File: src/rtl/vr_pkg.sv
// Shared definitions for the valid/ready pipeline: register-style selectors,
// per-stage state encoding and a helper that maps a state to its beat count.
package vr_pkg;

  localparam int VR_MODE_BYPASS = 0;
  localparam int VR_MODE_FWD    = 1;
  localparam int VR_MODE_FULL   = 2;

  typedef enum logic [1:0] {
    VR_EMPTY = 2'd0,
    VR_MAIN  = 2'd1,
    VR_FULL  = 2'd2
  } vr_state_e;

  function automatic logic [1:0] vr_count(vr_state_e s);
    case (s)
      VR_MAIN: return 2'd1;
      VR_FULL: return 2'd2;
      default: return 2'd0;
    endcase
  endfunction

endpackage

File: src/rtl/vr_slice.sv
// One valid/ready register stage. MODE 1 holds a single beat with a
// combinational ready path; MODE 2 adds a skid register so ready is registered.
module vr_slice
  import vr_pkg::*;
#(
  parameter int WIDTH = 32,
  parameter int MODE  = VR_MODE_FULL
) (
  input  logic             clk,
  input  logic             rst,
  input  logic             in_valid_i,
  output logic             in_ready_o,
  input  logic [WIDTH-1:0] in_data_i,
  output logic             out_valid_o,
  input  logic             out_ready_i,
  output logic [WIDTH-1:0] out_data_o,
  output logic [1:0]       count_o
);

  vr_state_e        state_q, state_d;
  logic [WIDTH-1:0] main_q, main_d;
  logic [WIDTH-1:0] skid_q, skid_d;
  logic             accept;
  logic             drain;

  assign accept = in_valid_i & in_ready_o;
  assign drain  = out_valid_o & out_ready_i;

  always_ff @(posedge clk) begin
    if (rst) begin
      state_q <= VR_EMPTY;
    end else begin
      state_q <= state_d;
    end
    main_q <= main_d;
    skid_q <= skid_d;
  end

  // Forward mode never reaches FULL: in MAIN it only accepts while draining.
  always_comb begin
    state_d = state_q;
    main_d  = main_q;
    skid_d  = skid_q;
    case (state_q)
      VR_EMPTY: begin
        if (accept) begin
          state_d = VR_MAIN;
          main_d  = in_data_i;
        end
      end
      VR_MAIN: begin
        if (accept && drain) begin
          main_d = in_data_i;
        end else if (accept) begin
          state_d = VR_FULL;
          skid_d  = in_data_i;
        end else if (drain) begin
          state_d = VR_EMPTY;
        end
      end
      VR_FULL: begin
        if (drain) begin
          state_d = VR_MAIN;
          main_d  = skid_q;
        end
      end
      default: state_d = VR_EMPTY;
    endcase
  end

  always_comb begin
    out_valid_o = (state_q != VR_EMPTY);
    out_data_o  = main_q;
    count_o     = vr_count(state_q);
    if (rst) begin
      in_ready_o = 1'b0;
    end else if (MODE == VR_MODE_FWD) begin
      in_ready_o = (state_q == VR_EMPTY) || out_ready_i;
    end else begin
      in_ready_o = (state_q != VR_FULL);
    end
  end

endmodule

File: src/rtl/valid_ready_pipe.sv
// Chain of DEPTH valid/ready stages (or plain wires in bypass mode) with a
// running sum of the per-stage beat counts exported as occupancy.
module valid_ready_pipe
  import vr_pkg::*;
#(
  parameter int WIDTH = 32,
  parameter int DEPTH = 1,
  parameter int MODE  = VR_MODE_FULL
) (
  input  logic                            clk,
  input  logic                            rst,
  input  logic                            valid_i,
  output logic                            ready_o,
  input  logic [WIDTH-1:0]                data_i,
  output logic                            valid_o,
  input  logic                            ready_i,
  output logic [WIDTH-1:0]                data_o,
  output logic [$clog2(2*DEPTH+2)-1:0]    occupancy
);

  localparam int OCC_W = $clog2(2*DEPTH+2);

  if (DEPTH < 1 || MODE < VR_MODE_BYPASS || MODE > VR_MODE_FULL) begin : g_bad_params
    $error("valid_ready_pipe: illegal parameters DEPTH=%0d MODE=%0d", DEPTH, MODE);
  end

  if (MODE == VR_MODE_BYPASS) begin : g_bypass
    logic unused_bypass;
    assign valid_o       = valid_i;
    assign data_o        = data_i;
    assign ready_o       = ready_i;
    assign occupancy     = '0;
    assign unused_bypass = clk ^ rst;
  end else begin : g_pipe
    // Each stage links to its neighbours by name so the ready chain has no
    // self-referencing vector.
    for (genvar gi = 0; gi < DEPTH; gi++) begin : g_stage
      logic             in_valid;
      logic             in_ready;
      logic [WIDTH-1:0] in_data;
      logic             out_valid;
      logic             out_ready;
      logic [WIDTH-1:0] out_data;
      logic [1:0]       count;
      logic [OCC_W-1:0] count_sum;

      if (gi == 0) begin : g_head
        assign in_valid  = valid_i;
        assign in_data   = data_i;
        assign count_sum = OCC_W'(count);
      end else begin : g_link
        assign in_valid  = g_stage[gi-1].out_valid;
        assign in_data   = g_stage[gi-1].out_data;
        assign count_sum = g_stage[gi-1].count_sum + OCC_W'(count);
      end

      if (gi == DEPTH - 1) begin : g_tail
        assign out_ready = ready_i;
      end else begin : g_mid
        assign out_ready = g_stage[gi+1].in_ready;
      end

      vr_slice #(
        .WIDTH (WIDTH),
        .MODE  (MODE)
      ) u_slice (
        .clk         (clk),
        .rst         (rst),
        .in_valid_i  (in_valid),
        .in_ready_o  (in_ready),
        .in_data_i   (in_data),
        .out_valid_o (out_valid),
        .out_ready_i (out_ready),
        .out_data_o  (out_data),
        .count_o     (count)
      );
    end

    assign ready_o   = g_stage[0].in_ready;
    assign valid_o   = g_stage[DEPTH-1].out_valid;
    assign data_o    = g_stage[DEPTH-1].out_data;
    assign occupancy = g_stage[DEPTH-1].count_sum;
  end

endmodule

File: config.mk
export PLATFORM = sky130hd
export DESIGN_NAME = valid_ready_pipe
export DESIGN_NICKNAME = d
export VERILOG_FILES = /design/src/rtl/vr_pkg.sv /design/src/rtl/vr_slice.sv /design/src/rtl/valid_ready_pipe.sv
export SDC_FILE = /design/constraint.sdc
export NUM_CORES = 1
export LEC_CHECK = 0
export CORE_MARGIN = 4
export CORE_UTILIZATION = 47
export CTS_CLUSTER_DIAMETER = 150
export DETAILED_ROUTE_END_ITERATION = 8
export GPL_TIMING_DRIVEN = 0
export PLACE_DENSITY = 0.85
export SYNTH_ARGS = -nofsm -noshare
export SYNTH_HDL_FRONTEND = slang
export SYNTH_SLANG_ARGS = --single-unit
File: constraint.sdc
create_clock -name clk -period 4.1 [get_ports clk]
set_input_delay 0.615 -clock clk [delete_from_list [all_inputs] [get_ports clk]]
set_output_delay 0.615 -clock clk [all_outputs]
set_load 0.01 [all_outputs]
Word level (Yosys, flattened, before mapping)
Index checks and enable logic that the tools add are counted. Widths: inputs -> output; s select.

Eq/ne operators: 8. Muxes and demuxes: 12. Bitwise gates (word level): 3. Reductions and logical operators: 7.

Operators with widths (count): $mux 32 (3); $pmux 32 s3 (1); $mux 2 (5); $reduce_and 4->1 (2); $ne 2x1->1 const B (3); $pmux 2 s3 (1); $ne 2x2->1 const B (2); $pmux 2 s2 (1); $ne 3x1->1 const B (1); $reduce_and 3->1 (1); $reduce_bool 3->1 (1); $and 1x1->1 (2); $eq 2x1->1 const B (1); $eq 2x2->1 const B (1); $logic_not 2->1 (1); $reduce_bool 2->1 (1); $logic_and 1x1->1 (1); $mux 1 (1); $not 1->1 (1).

Bits in registers: 66.

Logic depth before layout (Yosys ltp)
Gate-level depths: netlist (run 1).

Depth in word-level cells: 6. Mapped depth: 5.

Worst setup path after synthesis (run 1)
No wires, ideal clock.

Path type: in2reg. Start point: input port ready_i. End point: register g_pipe.g_stage[0].u_slice.main_q[0], enable pin. Setup time: 466 ps. Arrival time: 3071 ps. Slack: 563 ps. Stages on the path: 3. Buffers on the path: 0. Path through: nand2b_1 -> nand3b_1 -> o21ai_0.

Cells in the longest elaborated chain, start to end: 4. Elaborated cells between the ends (all ways): 5. Those cells by class: eq/ne: 2; bitwise: 1; reduce/logical: 2.

RTL lines: start: declaration (line valid_ready_pipe.sv:16) `input logic ready_i,`; $and 1x1->1 (*) (line vr_slice.sv:27) `assign drain = out_valid_o & out_ready_i;`; $logic_and 1x1->1 (line vr_slice.sv:52) `if (accept && drain) begin`; $ne 2x1->1 (no source line); $reduce_and 4->1 (no source line) (*); end signal: assignment (line vr_slice.sv:35) `main_q <= main_d;`; end: declaration (line vr_slice.sv:21) `logic [WIDTH-1:0] main_q, main_d;`.

Mark *: on every way between the ends. The rest lies on a longest branch, timed or not. A chain may end at the register's enable or synchronous reset.

Worst setup path after layout (run 1)
Start point: register g_pipe.g_stage[0].u_slice.state_q[1]. End point: output port occupancy[1].

Cells in the longest elaborated chain, start to end: 2. Elaborated cells between the ends (all ways): 3. Those cells by class: eq/ne: 2; mux: 1.

RTL lines: start: declaration (line vr_slice.sv:20) `vr_state_e state_q, state_d;`; start signal: assignment (line vr_slice.sv:33) `state_q <= state_d;`; $eq 2x2->1 / $eq 2x1->1 (equally long branches) (line vr_pkg.sv:16) `case (s)`; $pmux 2 s2 (*) (line vr_pkg.sv:16); end: declaration (line valid_ready_pipe.sv:18) `output logic [$clog2(2*DEPTH+2)-1:0] occupancy`.

Marked as above.

==> metrics, run 1 <==
vias in the first global route approximately 1500; minimum clock period about 2.4 ns; pin count of the biggest net entering global routing 25; Clock Tree Buf Depth 2; post-route ant nets 0; fin area approximately 3600 µm²; final setup vio count 0; CTS sink cnt 66; flops & latches, synth 66; slowest CP cell clkdlybuf4s50_1; vias per cell slightly below 5; clk_lat worst skew 0.33 ns; Metal-1 WL about 1800 µm; Residual DRC 0; Worst-path clk slew approximately 0.070 ns; Yosys cell types 19; RSZ-0062 raised after global routing no; Net count, final 240; first-pass GRT wire length 7479 µm; cells after synthesis ~120; overall routed net length 4695 µm; Avg Inst Size Synth 21.76 µm²; wire per inst 16.83 µm; final hold vios 0; LEAKAGE 1.268 nW; register area share after synthesis 75.75%; CP Capture Type output pin; Starting DRT DRC Count 29; max cap viols 0; H-tree depth 3; CP Class flip-flop to output pin; TritonCTS Buffers 9; # rows 26; Slowest Stage Delay on Critical Path ~0.54 ns; area delta synth->final 40.63%; maximum vdd drop 0.2427 mV; Initial Util 49.45%; Die Area approximately 6800 µm²; DIE HEIGHT between 80 and 90 µm; Worst setup SP type flip-flop; met2 WL about 2400 µm; Worst Path Required ~3.5 ns; Hold WC Path Type flip-flop to flip-flop; num ports 72; initial antenna violation count 0; post-CTS setup buffers 0; YS warnings 0; Port Buffer Count between 70 and 80; Main synth FF type edfxtp_1; run status completed; Worst Skew 0.008090 ns; Synth async-reset ratio 0%; ANT cells 0; f_max about 410 MHz; Post-CTS Hold Fix Bufs 0; CP arrival about 1.8 ns; total gr overflow 0; total track usage 15.82%; crit-path cells nor2b_4, buf_6, buf_12, clkdlybuf4s50_1; Final Max Slew Viols 0; Synth Cell Area 2590 µm²; Post-synth EDFFs 64; utilization after layout between 60% and 70%; Final period util 59.64%; Pre-antenna DRT Iters 4; Post-Place Cell Area 3458 µm²; Slew headroom 41.14%; DP HPWL 3365 µm; Core Footprint 5238 µm²; Slew @ Worst Pin 0.8781 ns; CTS root buffer clkbuf_8; syn_nets approximately 160; met3 WL 411 µm; routability cong. 0.6703; WHS around 0.55 ns; CTS tree built; Top Layer Used met4; total number of vias 1363; P per Cell Area 389.0 nW/µm²; Horiz. Die Dim 82.24 µm; layout cells sized above 1 26.79%; post-CTS sizing 0; Critical Path Fanout Max 10
-- metrics by stage --
step | TNS [ns] | std cells | power (W) | setup slack, ns
3_3_place_gp | -58.94 | 260 | 0.0009223 | -1.137
5_1_grt | 0 | 279 | 0.001483 | 1.567
2_1_floorplan | 0 | 119 | 0.0008433 | 0.5633
3_5_place_dp | 0 | 263 | 0.0009316 | 1.418
6_report | 0 | 279 | 0.001417 | 1.655
4_1_cts | 0 | 279 | 0.001438 | 1.631
-- worst paths after layout --
path,slack [ns],depth (start not counted),start,to
max reg2reg,2.00,5,g_pipe.g_stage[0].u_slice.state_q[1],g_pipe.g_stage[0].u_slice.skid_q[8]
min,0.55,1,g_pipe.g_stage[0].u_slice.skid_q[12],g_pipe.g_stage[0].u_slice.out_data_o[12]
max,1.65,4,g_pipe.g_stage[0].u_slice.state_q[1],occupancy[1]
min reg2reg,0.55,1,g_pipe.g_stage[0].u_slice.skid_q[12],g_pipe.g_stage[0].u_slice.out_data_o[12]
-- critical path, delay by kind of cell, from the launching register on --
family | cells | cell delay, ns
simple gates | 1 | 0.19
flops | 1 | 0.45
buf+inv | 3 | 0.86
-- cell type report --
type,instances,area (µm²)
clock buffers,9,123.9
well taps,70,87.58
plain buffers,4,71.32
inverters,2,7.507
multi-input cells,47,565.5
clock inverters,7,60.06
fillers,363,1595
repair buffers,74,764.5
flip-flops and latches,66,1962
-- per-layer routing --
layer | GRT usage (%) | vias to the layer above
met3 | 7.375 | 5
li1 | - | 635
met2 | 25.88 | 52
met1 | 17.80 | 671
met4 | 6.478 | 0
met5 | 0 | -
-- layout by cell type (no fill, tap or decap) --
master / instances
mux2_2: 6
buf_12: 3
bufinv_16: 1
nor3_1: 1
clkbuf_8: 9
nand2b_1: 1
buf_6: 2
clkinv_1: 3
buf_8: 1
a31oi_1: 1
mux2_4: 26
clkinv_2: 2
o211ai_1: 1
clkdlybuf4s50_1: 71
and2b_2: 1
nor2_1: 1
nand2_1: 3
nor3_2: 1
edfxtp_1: 64
dfxtp_1: 2
inv_1: 2
nor2b_4: 1
clkinv_4: 1
a21oi_1: 1
buf_16: 1
or3_1: 1
o21ai_4: 1
nand3b_1: 1
-- cells in the mapped netlist (2+ instances only) --
cell type | number | area, µm²
nand2_1 | 3 | 11.26
mux2_2 | 6 | 67.56
dfxtp_1 | 2 | 40.04
mux2_4 | 26 | 390.4
edfxtp_1 | 64 | 1922
nor3_1 | 2 | 10.01
inv_1 | 2 | 7.510
buf_12 | 3 | 60.06
-- sequential cells by signal, indices dropped and copies added, names as in the netlist --
name	cells
g_pipe.g_stage.u_slice.state_q	2
g_pipe.g_stage.u_slice.skid_q	32
g_pipe.g_stage.u_slice.out_data_o	32
-- logic make-up after synthesis --
kind of cell           count (synthesis)  share of synthesized area [%]
DFF                                   66                          75.75
muxes                                 32                          17.68
and+or+nand+nor                       11                          2.609
buffers and inverters                  6                          3.044
AOI/OAI and AO/OA                      4                         0.9178
-- power by group --
| part | internal, W | switching [W] |
|---|---|---|
| Combinational | 0.0000921 | 0.0000503 |
| Clock | 0.000273 | 0.000229 |
| Sequential | 0.000766 | 0.00000671 |
| Total | 0.00113 | 0.000286 |
(Power assumes the default switching activity.)
==> run 2, diff against run 1 <==
clock period = 2.4 ns   (was 4.1 ns; I/O delays follow)
==> run 2 against run 1 <==
Routed wire length down 1.9%. Critical path type unchanged. Sequential share of layout area up 0.64 points. Total power up 64%. Non-clock buffer count down 2. Clock skew down 0.0036 ns. Via count down 0.37%. Clock power up 51%. Sequential power up 71%. Design area down 1.2%. Largest power group unchanged. Die area unchanged.
==> metrics, run 2 (synthesized netlist as in run 1, its figures left out) <==
Net count, final 238 (was 240); busiest grt layer met2 (unchanged); Final period util about 90%; CTS tree built (unchanged); Initial Util 49.45% (unchanged); minimum clock period 2.178 ns; min-delay src g_pipe.g_stage[0].u_slice.skid_q[12] (unchanged); Largest delay share family, worst path buffers and inverters (unchanged); RSZ-0062 raised after global routing no (unchanged); slack of the critical path 0.2217 ns (was 1.655 ns); Core Footprint 5238 µm² (unchanged); Slowest Stage Delay on Critical Path 0.53 ns (was 0.54 ns); vias per cell 4.903 (was 4.885); Slew headroom 32.68% (was 41.14%); num ports 72 (unchanged); Worst-path clk slew 0.07 ns (about the same); r2r endpoint g_pipe.g_stage[0].u_slice.out_data_o[28] (was g_pipe.g_stage[0].u_slice.skid_q[8]); P per Cell Area 643.7 nW/µm² (was 389.0 nW/µm²); TritonCTS Buffers 9 (unchanged); DP HPWL 3383 µm (was 3365 µm); # rows 26 (unchanged); worst hold path depth 1 (unchanged); Post-CTS Hold Fix Bufs 0 (unchanged); area delta synth->final 38.99% (was 40.63%); Worst Path Required 2.04 ns (was 3.48 ns); wire per inst 16.63 µm (was 16.83 µm); slowest CP cell clkdlybuf4s50_1 (unchanged); first-pass GRT wire length 7134 µm (was 7479 µm); LEAKAGE 1.241 nW (was 1.268 nW); CP arrival 1.82 ns (was 1.83 ns); Worst R2R Setup Slack 0.55 ns (was 2.00 ns); Final Max Slew Viols 0 (unchanged); Pre-antenna DRT Iters 4 (unchanged); f_max 459.1 MHz; Hold WC Path Type flip-flop to flip-flop (unchanged); Horiz. Die Dim 82.24 µm (unchanged); H-tree depth 3 (unchanged); post-route ant nets 0 (unchanged); post-CTS setup buffers 0 (unchanged); Bufs and invs on worst path 3 (unchanged); Starting DRT DRC Count 49 (was 29); post-CTS sizing 0 (unchanged); FF-to-FF path depth 5 (unchanged); Slew @ Worst Pin 1.006 ns (was 0.8781 ns); clk_lat worst skew 0.32 ns (was 0.33 ns); DIE HEIGHT 82.24 µm (unchanged); vias in the first global route 1482 (was 1518); CP Capture Type output pin (unchanged); max cap viols 0 (unchanged); met1 Use GR 15.52% (was 17.80%); Setup WS pre-CTS -0.09654 ns (was 1.418 ns); Worst setup SP type flip-flop (unchanged); met3 GRT Util 4.772% (was 7.375%); CTS sink cnt 66 (unchanged); overall routed net length 4607 µm (was 4695 µm); initial antenna violation count 0 (unchanged); layout cells sized above 1 26.57% (was 26.79%); ANT cells 0 (unchanged); most common cell after layout, fill and taps aside clkdlybuf4s50_1 (unchanged); crit-path cells nor2b_4, buf_6, buf_12, clkdlybuf4s50_1 (unchanged); pin count of the biggest net entering global routing 33 (was 25); Critical Path Fanout Max 10 (unchanged); total number of vias 1358 (was 1363); commonest non-fill, non-tap cells in the layout clkdlybuf4s50_1, edfxtp_1, mux2_4 (unchanged); reg2reg start g_pipe.g_stage[0].u_slice.state_q[1] (unchanged); CP Class flip-flop to output pin (unchanged); Residual DRC 0 (unchanged); total track usage 14.57% (was 15.82%); final setup vio count 0 (unchanged); run status completed (unchanged); final hold vios 0 (unchanged); CTS root buffer clkbuf_8 (unchanged); maximum vdd drop 0.5575 mV (was 0.2427 mV); Die Area 6763 µm² (unchanged); Clock Tree Buf Depth 2 (unchanged); grt met2 use 26.04% (was 25.88%); Worst Hold End g_pipe.g_stage[0].u_slice.out_data_o[12] (unchanged); total gr overflow 0 (unchanged); routability cong. 0.6782 (was 0.6703); Worst Skew 0.004462 ns (was 0.008090 ns); Port Buffer Count 71 (unchanged); sum of negative setup slack 0 ns (unchanged)
## run 2: cell types whose count changed in the layout (fill, tap and decap cells not counted), sizes merged
| cell | before | now |
|---|---|---|
| clkbuf | 9 | 10 |
| clkinv | 6 | 4 |
| bufinv | 1 | 0 |
| buf | 7 | 5 |
| clkinvlp | 0 | 2 |
## run 2: worst max path at each step
stage / startpoint / end / slack (ns) / cells after the start
after floorplan: g_pipe.g_stage[0].u_slice.state_q[0] / g_pipe.g_stage[0].u_slice.skid_q[0] / 0.07 / 3
after global placement: valid_i / g_pipe.g_stage[0].u_slice.skid_q[4] / -0.69 / 3
after detailed placement: ready_i / g_pipe.g_stage[0].u_slice.out_data_o[2] / -0.1 / 4
after CTS: g_pipe.g_stage[0].u_slice.state_q[1] / occupancy[1] / 0.20 / 4
after global routing: ready_i / g_pipe.g_stage[0].u_slice.out_data_o[14] / 0.13 / 4
final: g_pipe.g_stage[0].u_slice.state_q[1] / occupancy[1] / 0.22 / 4
## run 2: layer usage
metal  wire length [µm]  share of wire, %  up-vias
li1                   -                 -      632
met1               1695                37      670
met2               2529                55       49
met3                315               6.8        7
met4                 65               1.4        0
met5                  0                 0        -
## run 2: report_power, final
group	switching, W	leakage [nW]	internal, W
registers	0.0000118	0.604	0.00131
clock network	0.000393	0.0795	0.000365
logic	0.0000856	0.557	0.000152
## run 2: cell type report
type,instances,area (µm²)
Sequential cell,66,1962
Fill cell,383,1638
Clock inverter,6,33.78
Tap cell,70,87.58
Multi-Input combinational cell,47,571.8
Inverter,2,7.507
Clock buffer,10,127.6
Buffer,4,71.32
Timing Repair Buffer,72,738.2
## run 2: stage by stage
stage	util (%)	hold slack [ns]	std cells	power, W	area (µm²)
floorplan	-	0.4294	119	0.001439	2599
global placement	64.86	0.5316	260	0.001570	3397
detailed placement	65.65	0.5345	261	0.001587	3438
CTS	68.73	0.5522	277	0.002347	3600
global route	68.73	0.5651	277	0.002413	3600
finish	68.73	0.5472	277	0.002317	3600
==> run 3, diff against run 2 <==
CORE_UTILIZATION = 43   (was 47)
PLACE_DENSITY = 0.82   (was 0.85)
clock period = 1.8 ns   (was 2.4 ns; I/O delays follow)
==> run 3 against run 2 <==
Clock power increased by 33%. Combinational power increased by 38%. Critical path depth decreased by 2. Design area increased by 1.9%. Sequential share of layout area decreased by 0.87 points. Global-route usage decreased by 0.96 points. Non-clock buffer count increased by 4. Routed wire length increased by 4.6%. Largest cell class unchanged. Sequential power increased by 33%. Clock-buffer cell count decreased by 1. Final cell count increased by 2.9%.
==> metrics, run 3 (synthesized netlist as in run 1, its figures left out) <==
CP arrival 1.47 ns (was 1.82 ns); Worst Skew 0.005311 ns (was 0.004462 ns); Final Max Slew Viols 0 (unchanged); slack of the critical path 0.05966 ns (was 0.2217 ns); overall routed net length 4818 µm (was 4607 µm); placed insts 267 (was 261); final hold vios 0 (unchanged); layout cells sized above 1 30.00% (was 26.57%); worst hold path depth 1 (unchanged); Net count, final 242 (was 238); Hold WC Path Type primary input to flip-flop (was flip-flop to flip-flop); clk_lat worst skew 0.32 ns (about the same); post-route ant nets 0 (unchanged); Port Buffer Count 71 (unchanged); pin count of the biggest net entering global routing 29 (was 33); DIE HEIGHT 85.61 µm (was 82.24 µm); Die Area 7329 µm² (was 6763 µm²); Final period util 96.69%; Horiz. Die Dim 85.61 µm (was 82.24 µm); Core Footprint 5886 µm² (was 5238 µm²); Layout fillers 412 (was 383); maximum vdd drop 0.3945 mV (was 0.5575 mV); CTS sink cnt 66 (unchanged); WHS 0.5260 ns (was 0.5472 ns); num ports 72 (unchanged); ANT cells 0 (unchanged); Slew @ Worst Pin 0.2962 ns (was 1.006 ns); LEAKAGE 1.279 nW (was 1.241 nW); final setup vio count 0 (unchanged); Worst setup SP type flip-flop (unchanged); TritonCTS Buffers 9 (unchanged); most common cell after layout, fill and taps aside clkdlybuf4s50_1 (unchanged); Pre-antenna DRT Iters 3 (was 4); CP Capture Type output pin (unchanged); routability cong. 0.7602 (was 0.6782); RSZ-0062 raised after global routing no (unchanged); vias per cell 4.765 (was 4.903); total power 0.003099 W (was 0.002317 W); total number of vias 1358 (unchanged); wire per inst 16.91 µm (was 16.63 µm); run status completed (unchanged); FF-to-FF path depth 6 (was 5); minimum clock period 1.740 ns; Layout Cells excl Fill 285 (was 277); CTS tree built (unchanged); initial antenna violation count 0 (unchanged); # rows 28 (was 26); Worst-path clk slew 0.07 ns (about the same); total track usage 13.60% (was 14.57%); H-tree depth 3 (unchanged); total gr overflow 0 (unchanged); Critical Path Fanout Max 5 (was 10); DP HPWL 3263 µm (was 3383 µm); CTS root buffer clkbuf_8 (unchanged); sum of negative setup slack 0 ns (unchanged); f_max 574.6 MHz; CP Class flip-flop to output pin (unchanged); Clock Tree Buf Depth 2 (unchanged); area occupied by multi-input gates 574.3 µm² (was 571.8 µm²); Setup WS pre-CTS -0.2851 ns (was -0.09654 ns); vias in the first global route 1408 (was 1482); Initial Util 44.01% (was 49.45%); Worst Path Required 1.53 ns (was 2.04 ns); area delta synth->final 41.59% (was 38.99%); Residual DRC 0 (unchanged); max cap viols 0 (unchanged); P per Cell Area 845.2 nW/µm² (was 643.7 nW/µm²); Slew headroom 80.19% (was 32.68%); sequential cell area 1967 µm² (was 1962 µm²); first-pass GRT wire length 7334 µm (was 7134 µm); Starting DRT DRC Count 70 (was 49); commonest non-fill, non-tap cells in the layout clkdlybuf4s50_1, edfxtp_1, mux2_4 (unchanged)
==> run 3: cell types whose count changed in the layout (fill, tap and decap cells not counted), moves of 2 or more <==
cell	delta
buf_12	+2
buf_4	+2
clkdlybuf4s50_1	-2
dfxtp_1	-2
dlygate4sd2_1	+2
==> run 3: cell type report <==
cell class | count | share of cell area, %
clock buffer | 9 | 3.378
sequential | 66 | 53.63
clock inverter | 6 | 0.9553
tap | 75 | 2.559
timing repair buffer | 76 | 21.56
multi-input combinational | 47 | 15.66
buffer | 4 | 2.047
inverter | 2 | 0.2047
==> run 3: worst paths after layout <==
kind,from,endpoint,slack [ns]
max,g_pipe.g_stage[0].u_slice.state_q[1],occupancy[0],0.06
min,data_i[12],g_pipe.g_stage[0].u_slice.skid_q[12],0.53
max reg2reg,g_pipe.g_stage[0].u_slice.state_q[1],g_pipe.g_stage[0].u_slice.out_data_o[1],0.24
min reg2reg,g_pipe.g_stage[0].u_slice.skid_q[27],g_pipe.g_stage[0].u_slice.out_data_o[27],0.54
==> run 3: what timing repair did <==
action / CTS / global route
hold buffers: 0 / 0
setup endpoints to repair: 22 / 1
gates resized for setup: 4 / 0
setup buffers: 1 / 2
pin swaps: 1 / 0
==> run 3: routing by layer <==
layer / share of wire [%] / vias to the layer above / GRT usage [%] / routed length, µm
met1: 42 / 659 / 16.67 / 2034
met3: 6.3 / 6 / 3.458 / 303
met4: 1.7 / 0 / 7.338 / 80
met2: 50 / 55 / 22.10 / 2400
li1: - / 638 / - / -
met5: 0 / - / 0 / 0
==> run 3: stage by stage <==
stage / util [%] / area (µm²)
floorplan: - / 2610
global placement: 58.01 / 3415
detailed placement: 58.95 / 3470
CTS: 62.05 / 3652
global route: 62.31 / 3667
finish: 62.31 / 3667
==> run 3: report_power, final <==
part | switching (W) | leakage [nW] | internal, W | total [W]
sequential | 0.0000152 | 0.605 | 0.00174 | 0.00176
combinational | 0.000118 | 0.593 | 0.000210 | 0.000328
clock | 0.000532 | 0.0806 | 0.000481 | 0.00101
==> run 3: worst max-delay path: stages (launching register included) <==
cell and delay (ns):
dfxtp_4 0.37, and2b_2 0.24, clkdlybuf4s50_1 0.54
